File: config.mk
export PLATFORM = sky130hd
export DESIGN_NAME = fetch_queue
export DESIGN_NICKNAME = d
export VERILOG_FILES = /design/src/rtl/fetch_queue.sv
export SDC_FILE = /design/constraint.sdc
export NUM_CORES = 1
export LEC_CHECK = 0
export ABC_AREA = 1
export CORE_MARGIN = 2
export CORE_UTILIZATION = 50
export CTS_BUF_LIST = sky130_fd_sc_hd__clkbuf_8
export DETAILED_ROUTE_END_ITERATION = 8
export GPL_TIMING_DRIVEN = 1
export MAX_ROUTING_LAYER = met4
export PLACE_DENSITY = 0.73
export SKIP_CTS_REPAIR_TIMING = 1
export SLEW_MARGIN = 20
export SYNTH_ARGS = -nofsm -noshare
export SYNTH_HDL_FRONTEND = slang
export SYNTH_SLANG_ARGS = --single-unit
export TNS_END_PERCENT = 5
File: constraint.sdc
create_clock -name clk -period 6.6 [get_ports clk]
set_clock_uncertainty 0.2 [all_clocks]
set_input_delay 1.98 -clock clk [delete_from_list [all_inputs] [get_ports clk]]
set_output_delay 1.98 -clock clk [all_outputs]
set_load 0.02 [all_outputs]
File: src/rtl/fetch_queue.sv
// Instruction fetch front end: PC generation plus an IF->ID queue of {pc, pc+step, instr}.
// Redirect from EX flushes the queue and reloads the PC.
module fetch_queue #(
    parameter int              XLEN     = 32,
    parameter int              DEPTH    = 4,
    parameter logic [XLEN-1:0] RESET_PC = '0,
    parameter int              PC_STEP  = 4
) (
    input  logic                     clk,
    input  logic                     rst,
    input  logic [XLEN-1:0]          instruction,
    input  logic                     instr_valid,
    input  logic                     redirect_valid,
    input  logic [XLEN-1:0]          redirect_pc,
    input  logic                     dec_ready,
    output logic [XLEN-1:0]          pc_if,
    output logic                     dec_valid,
    output logic [XLEN-1:0]          dec_pc,
    output logic [XLEN-1:0]          dec_pc_plus_4,
    output logic [XLEN-1:0]          dec_instr,
    output logic [$clog2(DEPTH):0]   count,
    output logic                     full
);

    localparam int AW = $clog2(DEPTH);
    localparam int CW = AW + 1;
    localparam logic [XLEN-1:0] STEP = XLEN'(PC_STEP);

    logic [XLEN-1:0] pc_d, pc_q;
    logic [AW-1:0]   rd_ptr_d, rd_ptr_q;
    logic [AW-1:0]   wr_ptr_d, wr_ptr_q;
    logic [CW-1:0]   count_d, count_q;
    logic            push, pop;
    logic            full_w;

    logic [XLEN-1:0] mem_pc_q    [DEPTH];
    logic [XLEN-1:0] mem_pc4_q   [DEPTH];
    logic [XLEN-1:0] mem_instr_q [DEPTH];

    assign full_w = (count_q == CW'(DEPTH));

    always_comb begin
        pop      = (count_q != '0) && dec_ready && !redirect_valid;
        push     = instr_valid && !redirect_valid && (!full_w || pop);
        pc_d     = pc_q;
        rd_ptr_d = rd_ptr_q;
        wr_ptr_d = wr_ptr_q;
        count_d  = count_q;
        if (redirect_valid) begin
            pc_d     = redirect_pc;
            rd_ptr_d = '0;
            wr_ptr_d = '0;
            count_d  = '0;
        end else begin
            if (push) begin
                pc_d     = pc_q + STEP;
                wr_ptr_d = wr_ptr_q + AW'(1);
            end
            if (pop) begin
                rd_ptr_d = rd_ptr_q + AW'(1);
            end
            if (push && !pop) begin
                count_d = count_q + CW'(1);
            end else if (pop && !push) begin
                count_d = count_q - CW'(1);
            end
        end
    end

    always_ff @(posedge clk or negedge rst) begin
        if (!rst) begin
            pc_q     <= RESET_PC;
            rd_ptr_q <= '0;
            wr_ptr_q <= '0;
            count_q  <= '0;
        end else begin
            pc_q     <= pc_d;
            rd_ptr_q <= rd_ptr_d;
            wr_ptr_q <= wr_ptr_d;
            count_q  <= count_d;
        end
    end

    // Storage is intentionally not reset; occupancy alone qualifies the data.
    always_ff @(posedge clk) begin
        if (push) begin
            mem_pc_q[wr_ptr_q]    <= pc_q;
            mem_pc4_q[wr_ptr_q]   <= pc_q + STEP;
            mem_instr_q[wr_ptr_q] <= instruction;
        end
    end

    assign pc_if         = pc_q;
    assign count         = count_q;
    assign full          = full_w;
    assign dec_valid     = (count_q != '0);
    assign dec_pc        = mem_pc_q[rd_ptr_q];
    assign dec_pc_plus_4 = mem_pc4_q[rd_ptr_q];
    assign dec_instr     = mem_instr_q[rd_ptr_q];

endmodule
==> impl_metrics.xml, run 1 <==
<?xml version="1.0" encoding="UTF-8"?>
<metrics>
  <group name="clock_network">
    <metric name="clk_path_buf_depth" unit="">3</metric>
    <metric name="cts_inserted_buffers" unit="">69</metric>
    <metric name="cts.sink_count" unit="">415</metric>
    <metric name="cts_max_level" unit="">3</metric>
    <metric name="cts_tree" unit="">yes</metric>
    <metric name="clk_latency" unit="ns">0.57</metric>
    <metric name="root_buffer_cell" unit="">sky130_fd_sc_hd__clkbuf_8</metric>
    <metric name="clk_pin_slew_worst_paths" unit="ns">0.06</metric>
  </group>
  <group name="grt">
    <metric name="number_of_global_route_vias_before_repair" unit="">11050</metric>
    <metric name="grt_antenna_before_repair" unit="">1</metric>
    <metric name="globalRouteTotalUtil" unit="">0.2394</metric>
    <metric name="globalRouteOverflowTotal" unit="">0</metric>
    <metric name="grt_start_max_net_pins" unit="">97</metric>
    <metric name="grt_pass1_wl" unit="microns">61210</metric>
  </group>
  <group name="route">
    <metric name="avgRoutedWirePerCell" unit="microns">19.13</metric>
    <metric name="detailroute.via_count" unit="">11310</metric>
    <metric name="remaining_drc_errors" unit="">0</metric>
    <metric name="vias_per_cell" unit="">5.472</metric>
    <metric name="drt_iter0_markers" unit="">898</metric>
    <metric name="postRouteAntennaNets" unit="">0</metric>
    <metric name="detail_route.first_pass.iterations" unit="">6</metric>
    <metric name="detail_route.wirelength" unit="microns">39540</metric>
  </group>
  <group name="die">
    <metric name="die_height" unit="microns">186.2</metric>
    <metric name="io_pins" unit="">202</metric>
    <metric name="std_cell_rows" unit="">66</metric>
    <metric name="dieArea" unit="sq mm">0.03466</metric>
    <metric name="die_width" unit="microns">186.2</metric>
    <metric name="design.core.area" unit="sq mm">0.03262</metric>
    <metric name="initial_core_util" unit="">0.5087</metric>
  </group>
  <group name="synth">
    <metric name="synth.lib_cells_used.distinct" unit="">28</metric>
    <metric name="yosys_warnings" unit="">0</metric>
    <metric name="synth_compound_gate_area_share" unit="">0.1021</metric>
    <metric name="synth_area" unit="sq mm">0.01659</metric>
    <metric name="synth_async_sr_flop_share" unit="">0.09398</metric>
    <metric name="synth-edff-count" unit="">376</metric>
    <metric name="post_synth_fa_ha_maj_area_fraction" unit="">0.004976</metric>
    <metric name="yosys-mux-area-fraction" unit="">0</metric>
    <metric name="sequential_area_share_after_synthesis" unit="">0.7392</metric>
    <metric name="combinational_family_with_the_most_area_after_synthesis" unit="">simple AND/OR/NAND/NOR gates</metric>
    <metric name="ys.flop_type" unit="">sky130_fd_sc_hd__edfxtp_1</metric>
    <metric name="postSynthAreaPerCell" unit="sq um">12.20</metric>
    <metric name="synthesis.nets" unit="">1435</metric>
    <metric name="post_synth_and_or_nand_nor_area_fraction" unit="">0.1124</metric>
    <metric name="synthCells" unit="">1360</metric>
    <metric name="yosys.area_share.xor_xnor" unit="">0.007917</metric>
    <metric name="ys_seq_elements" unit="">415</metric>
  </group>
  <group name="pwr">
    <metric name="total_leakage_power" unit="nW">7.223</metric>
    <metric name="worst_ir_drop_vdd" unit="mV">0.1924</metric>
    <metric name="p_per_area" unit="mW/mm^2">355.4</metric>
  </group>
  <group name="sta">
    <metric name="worst_slew_pin_slew" unit="ns">1.048</metric>
    <metric name="final-max-slew-violation-count" unit="">0</metric>
    <metric name="whs" unit="ns">0.3642</metric>
    <metric name="setup_slack" unit="ns">1.108</metric>
    <metric name="rsz0062_at_grt" unit="">false</metric>
    <metric name="hold_viol" unit="">0</metric>
    <metric name="final_critical_path_share_of_the_clock_period" unit="">0.8322</metric>
    <metric name="setup_violations" unit="">0</metric>
    <metric name="slew_headroom" unit="">0.3016</metric>
    <metric name="final_period_minus_worst_setup_slack" unit="ns">5.492</metric>
    <metric name="timing.fmax" unit="GHz">0.1821</metric>
  </group>
  <group name="layout">
    <metric name="nFillCells" unit="">2543</metric>
    <metric name="layout_cell_share_with_drive_strength_beyond_1" unit="">0.07266</metric>
    <metric name="final_util" unit="">0.6218</metric>
    <metric name="syn2layout_area_growth" unit="%">22.23</metric>
    <metric name="finish.cell_count_without_fillers" unit="">2067</metric>
    <metric name="net_total_in_the_final_layout" unit="">1651</metric>
  </group>
  <group name="place">
    <metric name="dp_cells" unit="">1947</metric>
    <metric name="hpwl" unit="microns">23590</metric>
    <metric name="placement.io_buffers" unit="">201</metric>
    <metric name="gpl.final_weighted_congestion" unit="">0.9596</metric>
    <metric name="post-place-ws" unit="ns">1.687</metric>
  </group>
  <group name="setup_path">
    <metric name="type_of_the_setup_path_with_the_least_slack" unit="">flip-flop to output pin</metric>
    <metric name="timing.critical_path.buf_inv" unit="">3</metric>
    <metric name="crit_slowest_cell" unit="">sky130_fd_sc_hd__dfrtp_4</metric>
    <metric name="start_kind" unit="">flip-flop</metric>
    <metric name="critical-path-top-delay-family" unit="">buffers and inverters</metric>
    <metric name="timing.critical_path.arrival" unit="ns">3.31</metric>
    <metric name="worstPathCellList" unit="">inv_6, buf_12, o21ai_0, o22ai_1, clkdlybuf4s50_1</metric>
    <metric name="setup.worst_path.end_class" unit="">output pin</metric>
    <metric name="worst-endpoint-required" unit="ns">4.42</metric>
    <metric name="worstPathMaxFanout" unit="">83</metric>
    <metric name="cpPeakStageDelay" unit="ns">0.72</metric>
  </group>
  <group name="hold_path">
    <metric name="worst_hold_path_type" unit="">flip-flop to flip-flop</metric>
  </group>
  <group name="run">
    <metric name="timing.max_cap.violations" unit="">0</metric>
  </group>
  <group name="status">
    <metric name="run_status" unit="">completed</metric>
  </group>
</metrics>
## placed cells by master, fill, tap and decap left out, drive strengths merged, types with 2 or more instances in the layout
master / n
ha: 5
and2: 2
inv: 96
nand2: 195
o21ai: 214
clkdlybuf4s50: 200
edfxtp: 376
o22ai: 95
clkbuf: 73
nor2: 243
clkinvlp: 3
buf: 17
clkinv: 14
dfrtp: 39
a21oi: 2
xor2: 9
nand3: 30
xnor2: 6
## worst reg2reg max path: cells and delay by family, from the launching register on
| kind | cells | cell delay [ns] |
|---|---|---|
| xor+xnor | 1 | 0.41 |
| fa+ha+maj | 1 | 0.41 |
| simple gates | 3 | 0.86 |
| flops | 1 | 0.54 |
## Yosys cell counts, drive strengths merged (2+ instances only)
master | n | area, sq um
o22ai | 95 | 594.3
clkinv | 2 | 7.510
xnor2 | 6 | 52.55
and2 | 2 | 12.51
nand3 | 30 | 155.1
a21oi | 2 | 10.01
clkbuf | 50 | 187.7
nor2 | 243 | 939.7
edfxtp | 376 | 11290
o21ai | 214 | 1082
ha | 5 | 62.56
dfrtp | 39 | 975.9
nand2 | 195 | 739.5
buf | 22 | 115.1
inv | 65 | 244.0
xor2 | 9 | 78.83
## report_power, final
part	switching [mW]	leakage (nW)	internal, mW
logic	1.21	2.62	0.770
clock network	0.956	0.709	1.02
registers	0.156	3.89	3.10
## logic make-up after synthesis
kind of cell               count (synthesis)
AOI/OAI and AO/OA                        312
xor gates and xnor gates                  15
adders and majority gates                  6
buffers and inverters                    139
DFF                                      415
and+or+nand+nor                          473
## final timing paths
path                                         start                         end  slack [ns]  depth (start not counted)
max reg2reg                   pc_if[2]$_DFFE_PN0N_  mem_pc4_q[2][16]$_DFFE_PP_        3.93                          5
min in group asynchronous                      rst       pc_if[11]$_DFFE_PN0N_        1.22                          1
max in group asynchronous                      rst     rd_ptr_q[0]$_DFFE_PN0P_        4.49                          1
max                        rd_ptr_q[0]$_DFFE_PN0P_           dec_pc_plus_4[27]        1.11                          5
min                           count[0]$_DFFE_PN0P_        count[0]$_DFFE_PN0P_        0.36                          1
min reg2reg                   count[0]$_DFFE_PN0P_        count[0]$_DFFE_PN0P_        0.36                          1
## area by class of cell
cell class	instances	area [sq um]	share of cell area
diodes	1	2.502	0.0001234
clock buffers	73	1005	0.04953
clock inverters	46	196.4	0.009685
inverters	67	256.5	0.01265
multi-input cells	806	3804	0.1875
flip-flops and latches	415	12270	0.6051
well taps	442	553.0	0.02727
repair buffers	217	2192	0.1081
## registers in the layout (all words and copies together), names as in the netlist
name         cells
mem_instr_q    128
mem_pc_q       122
wr_ptr_q         2
mem_pc4_q      126
pc_if           32
count            3
rd_ptr_q         2
## metal layers
layer  routed length, microns  global-route usage  up-vias
met5                        0                   -        -
met4                      990             0.07811        0
met3                     3233             0.04537       73
met2                    18900              0.3787      527
met1                    16420              0.3162     5440
li1                         -                   -     5270
## through the flow
stage               cell area (sq um)  total power, mW  TNS (ns)
floorplan                       16590            4.369   -198.93
global placement                19080            5.261         0
detailed placement              19080            5.297         0
CTS                             20280            7.284         0
global route                    20280            7.573         0
finish                          20280            7.210         0
(Power assumes the default switching activity.)
==> run 2, diff against run 1 <==
--- a/config.mk
+++ b/config.mk
@@ -12,7 +12,7 @@
 export DETAILED_ROUTE_END_ITERATION = 8
 export GPL_TIMING_DRIVEN = 1
 export MAX_ROUTING_LAYER = met4
-export PLACE_DENSITY = 0.73
+export PLACE_DENSITY = 0.76
 export SKIP_CTS_REPAIR_TIMING = 1
 export SLEW_MARGIN = 20
 export SYNTH_ARGS = -nofsm -noshare
==> constraint.sdc (replaced) <==
create_clock -name clk -period 4.6 [get_ports clk]
set_clock_uncertainty 0.2 [all_clocks]
set_input_delay 1.38 -clock clk [delete_from_list [all_inputs] [get_ports clk]]
set_output_delay 1.38 -clock clk [all_outputs]
set_load 0.02 [all_outputs]
==> run 2 against run 1 <==
  * Cell area grew 0.54%
  * Worst hold slack improved by 0.018 ns
  * Final cell count up 0.29%
  * Combinational power increased by 47%
  * Clock power rose by 47%
  * Via count shrank 0.18%
  * Highest routed layer unchanged
==> impl_metrics.xml, run 2 (synthesis results as in run 1) <==
<?xml version="1.0" encoding="UTF-8"?>
<metrics>
  <group name="setup_path">
    <metric name="start_kind" unit="">flip-flop</metric>
    <metric name="cp-endpoint" unit="">dec_pc[20]</metric>
    <metric name="r2r.worst_path.cells" unit="">5</metric>
    <metric name="worstPathMaxFanout" unit="">50</metric>
    <metric name="timing.critical_path.arrival" unit="ns">2.84</metric>
    <metric name="setup.worst_path.end_class" unit="">output pin</metric>
    <metric name="worst-endpoint-required" unit="ns">3.02</metric>
    <metric name="reg2reg_setup_slack" unit="ns">2.00</metric>
    <metric name="worst_r2r_endpoint" unit="">mem_pc4_q[0][16]$_DFFE_PP_</metric>
    <metric name="type_of_the_setup_path_with_the_least_slack" unit="">flip-flop to output pin</metric>
    <metric name="origin_of_the_worst_setup_path" unit="">rd_ptr_q[0]$_DFFE_PN0P_</metric>
    <metric name="critical_path.reg2reg.startpoint" unit="">pc_if[3]$_DFFE_PN0N_</metric>
  </group>
  <group name="layout">
    <metric name="design_area" unit="sq mm">0.02039</metric>
    <metric name="net_total_in_the_final_layout" unit="">1656</metric>
    <metric name="layout_cell_share_with_drive_strength_beyond_1" unit="">0.08032</metric>
    <metric name="syn2layout_area_growth" unit="%">22.88</metric>
    <metric name="most-common-layout-cells" unit="">sky130_fd_sc_hd__edfxtp_1 (376), sky130_fd_sc_hd__nor2_1 (232), sky130_fd_sc_hd__o21ai_0 (212)</metric>
    <metric name="number_of_flip_flops_under_the_largest_register_name" unit="">128</metric>
    <metric name="largest_registers" unit="">mem_instr_q: 128 flops, mem_pc4_q: 126 flops, mem_pc_q: 122 flops</metric>
    <metric name="mostFrequentLayoutCell" unit="">sky130_fd_sc_hd__edfxtp_1</metric>
    <metric name="antenna_cells_inserted" unit="">0</metric>
    <metric name="registers.top_by_ff_count" unit="">mem_instr_q</metric>
    <metric name="nFillCells" unit="">2500</metric>
  </group>
  <group name="die">
    <metric name="io_pins" unit="">202</metric>
    <metric name="dieArea" unit="sq mm">0.03466</metric>
    <metric name="initial_core_util" unit="">0.5087</metric>
    <metric name="std_cell_rows" unit="">66</metric>
    <metric name="die_width" unit="microns">186.2</metric>
    <metric name="die_height" unit="microns">186.2</metric>
    <metric name="design.core.area" unit="sq mm">0.03262</metric>
  </group>
  <group name="clock_network">
    <metric name="root_buffer_cell" unit="">sky130_fd_sc_hd__clkbuf_8</metric>
    <metric name="cts_inserted_buffers" unit="">68</metric>
    <metric name="clk_pin_slew_worst_paths" unit="ns">0.06</metric>
    <metric name="cts_tree" unit="">yes</metric>
    <metric name="cts.sink_count" unit="">415</metric>
    <metric name="clk_path_buf_depth" unit="">3</metric>
    <metric name="clk_latency" unit="ns">0.59</metric>
    <metric name="cts_max_level" unit="">3</metric>
  </group>
  <group name="grt">
    <metric name="grt_antenna_before_repair" unit="">0</metric>
    <metric name="globalRouteTotalUtil" unit="">0.2371</metric>
    <metric name="number_of_global_route_vias_before_repair" unit="">10970</metric>
    <metric name="globalRouteOverflowTotal" unit="">0</metric>
    <metric name="grt_start_max_net_pins" unit="">97</metric>
    <metric name="grt_pass1_wl" unit="microns">60450</metric>
  </group>
  <group name="sta">
    <metric name="timing.fmax" unit="GHz">0.2261</metric>
    <metric name="worst_slew_pin_slew" unit="ns">0.9710</metric>
    <metric name="final_period_minus_worst_setup_slack" unit="ns">4.423</metric>
    <metric name="setup_slack" unit="ns">0.1771</metric>
    <metric name="setup_violations" unit="">0</metric>
    <metric name="rsz0062_at_grt" unit="">false</metric>
    <metric name="slew_headroom" unit="">0.3527</metric>
    <metric name="final_critical_path_share_of_the_clock_period" unit="">0.9615</metric>
    <metric name="final-max-slew-violation-count" unit="">0</metric>
    <metric name="hold_viol" unit="">0</metric>
  </group>
  <group name="place">
    <metric name="placement.cell_area" unit="sq mm">0.01917</metric>
    <metric name="hpwl" unit="microns">24210</metric>
    <metric name="post-place-ws" unit="ns">0.7895</metric>
    <metric name="gpl.final_weighted_congestion" unit="">0.9985</metric>
    <metric name="placement.io_buffers" unit="">201</metric>
  </group>
  <group name="pwr">
    <metric name="power.internal" unit="mW">7.090</metric>
    <metric name="combPwrFrac" unit="">0.278</metric>
    <metric name="p_sw" unit="mW">3.382</metric>
    <metric name="total_leakage_power" unit="nW">7.290</metric>
    <metric name="seqPwrFrac" unit="">0.445</metric>
    <metric name="netSwitchingFraction" unit="">0.3229</metric>
    <metric name="power.clock.fraction" unit="">0.277</metric>
    <metric name="p_per_area" unit="mW/mm^2">513.5</metric>
    <metric name="worst_ir_drop_vdd" unit="mV">0.3090</metric>
  </group>
  <group name="route">
    <metric name="drt_iter0_markers" unit="">871</metric>
    <metric name="detail_route.wirelength" unit="microns">39980</metric>
    <metric name="vias_per_cell" unit="">5.446</metric>
    <metric name="detailroute.via_count" unit="">11290</metric>
    <metric name="remaining_drc_errors" unit="">0</metric>
    <metric name="avgRoutedWirePerCell" unit="microns">19.29</metric>
    <metric name="detail_route.first_pass.iterations" unit="">7</metric>
    <metric name="postRouteAntennaNets" unit="">0</metric>
  </group>
  <group name="status">
    <metric name="run_status" unit="">completed</metric>
  </group>
  <group name="hold_path">
    <metric name="hold_path_depth" unit="">0</metric>
    <metric name="worst_hold_path_type" unit="">flip-flop to flip-flop</metric>
  </group>
  <group name="run">
    <metric name="timing.max_cap.violations" unit="">0</metric>
  </group>
</metrics>
[run 2: changes by cell type in the layout (fill, tap and decap cells not counted), moves of 2 or more]
cell	delta
sky130_fd_sc_hd__buf_12	+5
sky130_fd_sc_hd__buf_4	+5
sky130_fd_sc_hd__clkdlybuf4s50_1	-5
sky130_fd_sc_hd__clkinv_2	+4
sky130_fd_sc_hd__inv_1	-2
[run 2: critical path, stage by stage (launching register included)]
cell	delay (ns)
sky130_fd_sc_hd__dfrtp_4	0.63
sky130_fd_sc_hd__inv_6	0.31
sky130_fd_sc_hd__buf_12	0.27
sky130_fd_sc_hd__o21ai_0	0.11
sky130_fd_sc_hd__o22ai_1	0.24
sky130_fd_sc_hd__clkdlybuf4s50_1	0.66
[run 2: worst min-delay path by stage]
| stage | startpoint | to |
|---|---|---|
| 2_1_floorplan | wr_ptr_q[1]$_DFFE_PN0N_ | wr_ptr_q[1]$_DFFE_PN0N_ |
| 3_3_place_gp | count[0]$_DFFE_PN0P_ | count[0]$_DFFE_PN0P_ |
| 3_5_place_dp | count[0]$_DFFE_PN0P_ | count[0]$_DFFE_PN0P_ |
| 4_1_cts | count[1]$_DFFE_PN0P_ | count[1]$_DFFE_PN0P_ |
| 5_1_grt | count[1]$_DFFE_PN0P_ | count[1]$_DFFE_PN0P_ |
| 6_report | pc_if[1]$_DFFE_PN0P_ | mem_pc4_q[0][1]$_DFFE_PP_ |
[run 2: cell type report]
cell class                      instances  area, sq um  area share
Clock buffer                           72        991.0     0.04859
Clock inverter                         48        231.5     0.01135
Inverter                               67        256.5     0.01258
Multi-Input combinational cell        806         3804      0.1865
Sequential cell                       415        12270      0.6018
Tap cell                              442        553.0     0.02712
Timing Repair Buffer                  223         2285      0.1120
[run 2: metrics by stage]
| stage | power, mW | util | hold slack (ns) | setup TNS, ns | cells |
|---|---|---|---|---|---|
| after floorplan | 6.259 | - | 0.3796 | -133.37 | 1360 |
| after global placement | 7.590 | 0.5877 | 0.3458 | 0 | 1953 |
| after detailed placement | 7.649 | 0.5877 | 0.3581 | 0 | 1953 |
| after CTS | 10.55 | 0.6252 | 0.3809 | 0 | 2073 |
| after global routing | 10.93 | 0.6252 | 0.3927 | 0 | 2073 |
| final | 10.47 | 0.6252 | 0.3818 | 0 | 2073 |
[run 2: power by group through the flow]
stage                     combinational [mW]  clock [mW]  sequential [mW]
after floorplan                         1.54           0             4.71
after global placement                  2.87           0             4.72
after detailed placement                2.92           0             4.73
after CTS                               2.93        2.96             4.66
after global routing                    3.13        3.11             4.69
final                                   2.91        2.90             4.66
[run 2: routing by layer]
layer  wire length [microns]  global-route usage
met2                   19430              0.3850
met5                       0                   -
met1                   16450              0.2999
met4                    1182             0.09039
met3                    2921             0.04264
==> run 3, diff against run 2 <==
--- a/config.mk
+++ b/config.mk
@@ -6,6 +6,7 @@
 export NUM_CORES = 1
 export LEC_CHECK = 0
 export ABC_AREA = 1
+export CAP_MARGIN = 20
 export CORE_MARGIN = 2
 export CORE_UTILIZATION = 50
 export CTS_BUF_LIST = sky130_fd_sc_hd__clkbuf_8
==> results of run 3 <==
Final layout, timing and power as in run 2 (identical DEF).
